--- config.mk ---
export PLATFORM = sky130hd
export DESIGN_NAME = pwm_bank
export DESIGN_NICKNAME = d
export VERILOG_FILES = /design/src/rtl/pwm_pkg.sv /design/src/rtl/pwm_ramp.sv /design/src/rtl/pwm_bank.sv
export SDC_FILE = /design/constraint.sdc
export NUM_CORES = 1
export LEC_CHECK = 0
export BUFFER_PORTS_ARGS = -buffer_cell sky130_fd_sc_hd__buf_2
export CORE_MARGIN = 2
export CORE_UTILIZATION = 55
export CTS_CLUSTER_DIAMETER = 60
export DETAILED_ROUTE_END_ITERATION = 8
export PLACE_DENSITY = 0.83
export SYNTH_ARGS = -nofsm -noshare
export SYNTH_HDL_FRONTEND = slang
export SYNTH_SLANG_ARGS = --single-unit
--- constraint.sdc ---
create_clock -name clk_i -period 2.4 [get_ports clk_i]
set_clock_uncertainty 0.1 [all_clocks]
set_input_delay 0.48 -clock clk_i [delete_from_list [all_inputs] [get_ports clk_i]]
set_output_delay 0.48 -clock clk_i [all_outputs]
set_load 0.005 [all_outputs]
--- src/rtl/pwm_pkg.sv ---
// Shared definitions for the PWM bank and the motor controller that drives it.
package pwm_pkg;

    // Default counter / period / duty width.
    localparam int PWM_CNT_W  = 15;

    // Upper bounds for the generic duty-vector helper.
    localparam int PWM_MAX_CH = 16;
    localparam int PWM_MAX_W  = 32;

    typedef logic [PWM_MAX_CH*PWM_MAX_W-1:0] duty_vec_t;

    // Output override encoding; brake outranks coast.
    typedef enum logic [1:0] {
        OVR_NONE  = 2'b00,
        OVR_COAST = 2'b01,
        OVR_BRAKE = 2'b10
    } ovr_e;

    function automatic ovr_e ovr_sel(input logic brake, input logic coast);
        if (brake) return OVR_BRAKE;
        if (coast) return OVR_COAST;
        return OVR_NONE;
    endfunction

    // Extract channel ch (w bits wide) from a flattened duty vector.
    function automatic logic [PWM_MAX_W-1:0] duty_slice(input duty_vec_t vec, input int ch,
                                                        input int w);
        duty_vec_t            sh;
        logic [PWM_MAX_W-1:0] mask;
        sh   = vec >> (ch * w);
        mask = (w >= PWM_MAX_W) ? '1 : ((PWM_MAX_W'(1) << w) - PWM_MAX_W'(1));
        return sh[PWM_MAX_W-1:0] & mask;
    endfunction

endpackage

--- src/rtl/pwm_ramp.sv ---
// Per-channel active-duty register: on each apply strobe it moves toward the
// target, either in one go (RAMP_STEP=0) or by at most RAMP_STEP, landing
// exactly on the target without overshoot.
module pwm_ramp
    import pwm_pkg::*;
#(
    parameter int CNT_W     = PWM_CNT_W,
    parameter int RAMP_STEP = 0
) (
    input  logic             clk_i,
    input  logic             rst_i,
    input  logic             apply_i,
    input  logic [CNT_W-1:0] target_i,
    output logic [CNT_W-1:0] active_o
);

    localparam logic [CNT_W-1:0] STEP = CNT_W'(RAMP_STEP);

    logic [CNT_W-1:0] active_q, active_d, gap;

    // Next active duty: hold, jump, or slew one bounded step toward the target.
    always_comb begin
        active_d = active_q;
        gap      = '0;
        if (apply_i) begin
            if (RAMP_STEP == 0) begin
                active_d = target_i;
            end else if (target_i >= active_q) begin
                gap      = target_i - active_q;
                active_d = (gap > STEP) ? active_q + STEP : target_i;
            end else begin
                gap      = active_q - target_i;
                active_d = (gap > STEP) ? active_q - STEP : target_i;
            end
        end
    end

    // Active duty register.
    always_ff @(posedge clk_i) begin
        if (rst_i) active_q <= '0;
        else       active_q <= active_d;
    end

    assign active_o = active_q;

endmodule

--- src/rtl/pwm_bank.sv ---
// N-channel PWM bank sharing one programmable-period counter. Period and duty
// requests are captured into shadows and only reach the active registers at
// the period wrap, so outputs never change shape mid-period.
module pwm_bank
    import pwm_pkg::*;
#(
    parameter int N_CH       = 4,
    parameter int CNT_W      = PWM_CNT_W,
    parameter int PERIOD_RST = 32767,
    parameter int RAMP_STEP  = 0
) (
    input  logic                  clk_i,
    input  logic                  rst_i,
    input  logic [CNT_W-1:0]      period_i,
    input  logic [N_CH*CNT_W-1:0] duty_i,
    input  logic                  load_i,
    input  logic [N_CH-1:0]       brake_i,
    input  logic [N_CH-1:0]       coast_i,
    output logic [N_CH-1:0]       enable_o,
    output logic                  wrap_tick_o,
    output logic                  busy_o
);

    localparam logic [CNT_W-1:0] PER_RST = CNT_W'(PERIOD_RST);

    logic [CNT_W-1:0]            cnt_q, cnt_d;
    logic [CNT_W-1:0]            act_per_q, act_per_d;
    logic [CNT_W-1:0]            sh_per_q, sh_per_d;
    logic                        pending_q, pending_d;
    logic                        wrap_tick_q;
    logic                        wrap;
    logic [N_CH-1:0]             en_q, en_d;
    logic [N_CH-1:0]             duty_diff;
    logic [N_CH-1:0][CNT_W-1:0]  sh_duty, act_duty;
    duty_vec_t                   duty_ext;

    assign wrap = (cnt_q == act_per_q);

    // Zero-extend the flat duty bus so the package slicer can address it.
    always_comb begin
        duty_ext                   = '0;
        duty_ext[N_CH*CNT_W-1:0]   = duty_i;
    end

    // Counter, period shadow/active and pending next-state. A load coinciding
    // with a wrap lands in the shadow after the old shadow has been applied.
    always_comb begin
        cnt_d     = wrap ? '0 : cnt_q + CNT_W'(1);
        act_per_d = wrap ? sh_per_q : act_per_q;
        sh_per_d  = load_i ? period_i : sh_per_q;
        pending_d = load_i ? 1'b1 : (wrap ? 1'b0 : pending_q);
    end

    // Shared timing state; reset aborts the running period outright.
    always_ff @(posedge clk_i) begin
        if (rst_i) begin
            cnt_q       <= '0;
            act_per_q   <= PER_RST;
            sh_per_q    <= PER_RST;
            pending_q   <= 1'b0;
            wrap_tick_q <= 1'b0;
            en_q        <= '0;
        end else begin
            cnt_q       <= cnt_d;
            act_per_q   <= act_per_d;
            sh_per_q    <= sh_per_d;
            pending_q   <= pending_d;
            wrap_tick_q <= wrap;
            en_q        <= en_d;
        end
    end

    for (genvar i = 0; i < N_CH; i++) begin : g_ch
        logic [CNT_W-1:0] sh_q;
        logic             en_nxt;

        // Duty shadow: last load before the wrap wins.
        always_ff @(posedge clk_i) begin
            if (rst_i)       sh_q <= '0;
            else if (load_i) sh_q <= CNT_W'(duty_slice(duty_ext, i, CNT_W));
        end

        pwm_ramp #(
            .CNT_W     (CNT_W),
            .RAMP_STEP (RAMP_STEP)
        ) u_ramp (
            .clk_i    (clk_i),
            .rst_i    (rst_i),
            .apply_i  (wrap),
            .target_i (sh_q),
            .active_o (act_duty[i])
        );

        // Channel output: overrides first, otherwise unsigned compare.
        always_comb begin
            unique case (ovr_sel(brake_i[i], coast_i[i]))
                OVR_BRAKE: en_nxt = 1'b1;
                OVR_COAST: en_nxt = 1'b0;
                default:   en_nxt = (cnt_q < act_duty[i]);
            endcase
        end

        assign sh_duty[i]   = sh_q;
        assign en_d[i]      = en_nxt;
        assign duty_diff[i] = (act_duty[i] != sh_duty[i]);
    end

    assign enable_o    = en_q;
    assign wrap_tick_o = wrap_tick_q;
    assign busy_o      = pending_q | (|duty_diff);

endmodule

# After elaboration in Yosys (flattened, before gate mapping)
# Index checks and enable logic that the tools add are counted.
[totals]
reg_bits = 171
input_bits = 86
output_inout_bits = 6
elab_cells = 70
[op_classes]
add_sub_neg = 1
n_lt_le_gt_ge = 4
eq_ne = 13
mux = 34
n_bitwise = 1
n_reduce_logical = 3
[op_table]
columns = ["cell", "count"]
rows = [
  ["$lt 15x15->1", 4],
  ["$ne 15x15->1", 4],
  ["$mux 2", 16],
  ["$add 15x1->15 const B", 1],
  ["$eq 15x15->1", 1],
  ["$mux 1", 14],
  ["$eq 2x1->1 const B", 4],
  ["$eq 2x2->1 const B", 4],
  ["$pmux 1 s2", 4],
  ["$reduce_or 4->1", 1],
  ["$reduce_bool 2->1", 1],
  ["$reduce_or 2->1", 1],
  ["$or 1x1->1", 1],
]

# Logic depth before layout (Yosys ltp)
[logic_depth]
ltp_word = 6
depth_mapped = 8
ltp_nobuf = 7

# By module
# A second synthesis with hierarchy kept.
[hier_totals]
cells_unflattened = 883
area_unflattened_um2 = 8375.5
[modules_own_cells]
columns = ["module", "instances", "cells_per_inst", "area_per_inst_um2", "seq_area_each_um2"]
rows = [
  ["pwm_bank", 1, 691, 6208.5, 2222.1],
  ["pwm_ramp", 4, 48, 541.8, 300.3],
]

# Worst setup path after synthesis
# No wires, ideal clock.
[synth_path]
kind = "register to output"
start = "register g_ch[0].u_ramp.active_q[8]"
end = "output busy_o"
arrival_time_ps = 1490
required_time_ps = 1820
path_slack_ps = 330
stages_incl_launch_ff = 6
path_buffers = 0
cell_sequence = "dfxtp_1 > xnor2_1 > nand2_1 > a2111oi_0 > nand4_1 > or4_1"
[synth_via]
elab_chain_cells = 3
[synth_lines]
columns = ["item", "line_no", "rtl"]
rows = [
  ["start, declared", "pwm_ramp.sv:19", "logic [CNT_W-1:0] active_q, active_d, gap;"],
  ["start signal, assigned", "pwm_ramp.sv:41", "else active_q <= active_d;"],
  ["$ne 15x15->1", "pwm_bank.sv:105", "assign duty_diff[i] = (act_duty[i] != sh_duty[i]);"],
  ["$reduce_or 4->1", "pwm_bank.sv:110", "assign busy_o = pending_q | (|duty_diff);"],
  ["$or 1x1->1", "pwm_bank.sv:110", ""],
  ["end, declared", "pwm_bank.sv:21", "output logic busy_o"],
]
# Every way passes these cells.

# Worst setup path after layout
[layout_path]
start = "register g_ch[3].sh_q[10]"
end = "output busy_o"
[layout_via]
elab_chain_cells = 3
[layout_lines]
columns = ["item", "line_no", "rtl"]
rows = [
  ["start, declared", "pwm_bank.sv:74", "logic [CNT_W-1:0] sh_q;"],
  ["start signal, assigned", "pwm_bank.sv:80", "else if (load_i) sh_q <= CNT_W'(duty_slice(duty_ext, i, CNT_W));"],
  ["$ne 15x15->1", "pwm_bank.sv:105", ""],
  ["$reduce_or 4->1", "pwm_bank.sv:110", ""],
  ["$or 1x1->1", "pwm_bank.sv:110", ""],
]
# Every way passes these cells.

==> impl_results.md <==
* Status: finished, violations left
* Failing checks: setup timing
* First-pass GRT wire length at roughly 33,000 um
* Sequential fraction of the synthesis area at 41.8%
* DR vias at 6,603
* Share of cells above drive strength 1 at 16.0%
* Reg2Reg Capture Point: enable_o[0]
* CP Data Arrival Time at 2.14 ns
* Synth warn at 0
* Endpoints failing setup at 1
* Worst reg2reg setup slack at 0.25 ns
* Yosys top cell by area: dfxtp_1
* Post-synth EDFFs at 0
* P_leak at 4.81 nW
* Worst-skew pair later-pin latency at 0.44 ns
* Clk pwr share at ~45%
* # fillers at 1,134
* Fmax at 0.368 GHz
* Ys async rst share at 0%
* Final worst path period share at 113%
* Yosys top cell area share at 41.8%
* Setup ws final at -0.316 ns
* Die height at 126 um
* Net switching power at ~0.0015 W
* Final Util at 66.5%
* Combinational fraction of design power at 8.0%
* Depth of the most critical reg-to-reg path at 6
* CP endpoint kind: output pin
* Port Buffers at between 90 and 100
* Post-DR wirelength/cell at 17.6 um
* Req. time, crit path at 1.82 ns
* Critical path class: flip-flop to output pin
* Avg Vias per Cell at 5.59
* Die Area at 15,900 um^2
* Worst slew pin tran at a little under 0.7 ns
* Ant. Diodes at 0
* Core ar. at 14,500 um^2
* Hold EP: sh_per_q[8]
* Vias in the first global route at 6,479
* Max-slew violations at 0
* Worst-path clk slew at 0.06 ns
* Mapped Cells at 887
* Minimum clock period at 2.72 ns
* Sw Ratio at 23.4%
* PwrDens at 660 nW/um^2
* Detailed placer's ending HPWL at 14,500 um
* RSZ-0062 raised after global routing: yes
* Iteration-0 DRC Markers at 570
* Total grt overflow at 0
* Effective utilization at floorplan at 56.4%
* Post-Syn Area at 8200 um^2
* DRC at 0
* Seq pwr share at 47.1%
* Fin Hold WS at around 0.15 ns
* Max Root-Sink Buffers at 2
* Area Growth Syn to Fin at 17.8%
* Largest net degree at the start of global routing at approximately 150
* Hold Vio Cnt, Final at 0
* Die width at 126 um
* GRT Overall Usage at about 27%
* Syn avg cell area at 9.24 um^2
* Critical Path Start Type: flip-flop
* TritonCTS clock tree: done
* Largest cells by area after synthesis: dfxtp_1 42%, mux2i_1 16%, ha_1 8.7%, nor2_1 7.4%, xor2_1 7.1%
* Syn Nets at a little over 1,000
* Placer Congestion at between 0.9 and 1
* # clock sinks at 171
* Num ports at 92
* Placement Rows at 44
* Internal power at 0.00489 W
* HP Class: primary input to flip-flop
* Hold Crit Start: period_i[8]
* Cell variety after synth at 34
* Main flop type after synthesis: dfxtp_1
* Worst R2R Start: cnt_q[12]
* Crit-path max FO at 4
* Setup_tns at -0.316 ns
* DRT Pass-1 Iters at 7
* DRT Wirelength at between 20,000 and 25,000 um
* Most frequent cell after synthesis: dfxtp_1
* Post-synthesis register bit count at 171
* Slew headroom at approximately 55%
* Layout net count at 1,127
* Post-DRT Antenna Nets at 0
* Commonest cells in the netlist: 171 x dfxtp_1, 162 x nor2_1, 135 x mux2i_1
* Max VDD drop at 555 uV
* Num CTS Buffers at 17
* Worst hold stages at 3
* Initial antenna violation count at 0
* Max-cap viol count at 0
* H-Tree Depth at 4
* Clk root buf: clkbuf_16
[power groups by stage]
| stage | Combinational (W) | Sequential (W) | Clock (W) |
|---|---|---|---|
| after CTS | 0.000503 | 0.00300 | 0.00287 |
| after global routing | 0.000553 | 0.00301 | 0.00301 |
| final | 0.000508 | 0.00300 | 0.00287 |
| after global placement | 0.000475 | 0.00306 | 0 |
| after floorplan | 0.000288 | 0.00304 | 0 |
| after detailed placement | 0.000487 | 0.00306 | 0 |
[layer usage]
layer	wire, um	track usage (%)
met1	8660	33.9
met3	1510	5.95
met2	9790	43.8
met5	0	0
met4	782	12.7
[worst max-delay path by stage]
stage	start	to	slack, ns	cells past startpoint
after detailed placement	g_ch[0].sh_q[8]	busy_o	-0.002	6
after CTS	g_ch[3].u_ramp.active_o[2]	busy_o	-0.31	6
after floorplan	g_ch[0].u_ramp.active_o[8]	busy_o	0.33	5
after global placement	g_ch[0].sh_q[8]	busy_o	0.07	6
after global routing	g_ch[3].u_ramp.active_o[6]	busy_o	-0.39	6
final	g_ch[3].sh_q[10]	busy_o	-0.32	5
[final cells by class]
cell class,count,area (um^2),area share [%]
clock buffer,23,478,4.95
timing repair buffer,119,739,7.66
multi-input combinational,615,4420,45.8
inverter,60,225,2.33
clock inverter,9,138,1.42
sequential,171,3430,35.5
tap,184,230,2.38
[sequential cells by signal, summed over array words and instances (netlist names)]
| register | flops |
|---|---|
| g_ch.sh_q | 60 |
| g_ch.u_ramp.active_o | 60 |
| wrap_tick_o | 1 |
| enable_o | 4 |
| pending_q | 1 |
| sh_per_q | 15 |
| act_per_q | 15 |
| cnt_q | 15 |
[per-stage QoR]
stage | instances | area (um^2) | setup slack, ns | total power [W]
6_report | 1181 | 9660 | -0.316 | 0.00638
5_1_grt | 1181 | 9660 | -0.386 | 0.00657
4_1_cts | 1181 | 9650 | -0.308 | 0.00637
3_5_place_dp | 1147 | 8970 | -0.00242 | 0.00355
3_3_place_gp | 1147 | 8970 | 0.0727 | 0.00353
2_1_floorplan | 887 | 8200 | 0.330 | 0.00333
[cells in the final DEF (no fill, tap or decap), types with 12 or more instances in the layout]
cell / instances
nand4_1: 13
xor2_1: 66
o21ai_0: 12
inv_1: 59
a21oi_1: 35
xnor2_1: 16
dfxtp_1: 167
nor3_1: 21
mux2i_1: 135
nor2_1: 162
clkbuf_16: 17
buf_4: 25
buf_2: 88
ha_1: 57
nand2_1: 35
[kinds of logic after synthesis]
group	synth area share [%]
mux	16.5
flops	41.8
fa+ha+maj	8.70
buf+inv	4.93
xor+xnor	8.87
compound gates	5.46
simple gates	13.8
[worst max-delay path, stage by stage, from the launching register on]
cell      delay [ns]
dfxtp_1         0.45
o22ai_1         0.10
a221oi_1        0.28
nand4_1         0.16
or4_4           0.58
buf_6           0.13
[timing repair]
action | in CTS | in global routing
hold buffers | 0 | 0
setup buffers | 2 | 0
hold endpoints to repair | 0 | 0
gates resized for setup | 13 | 1
pin swaps | 7 | 2
endpoints found under the setup margin | 1 | 1
(Power assumes the default switching activity.)
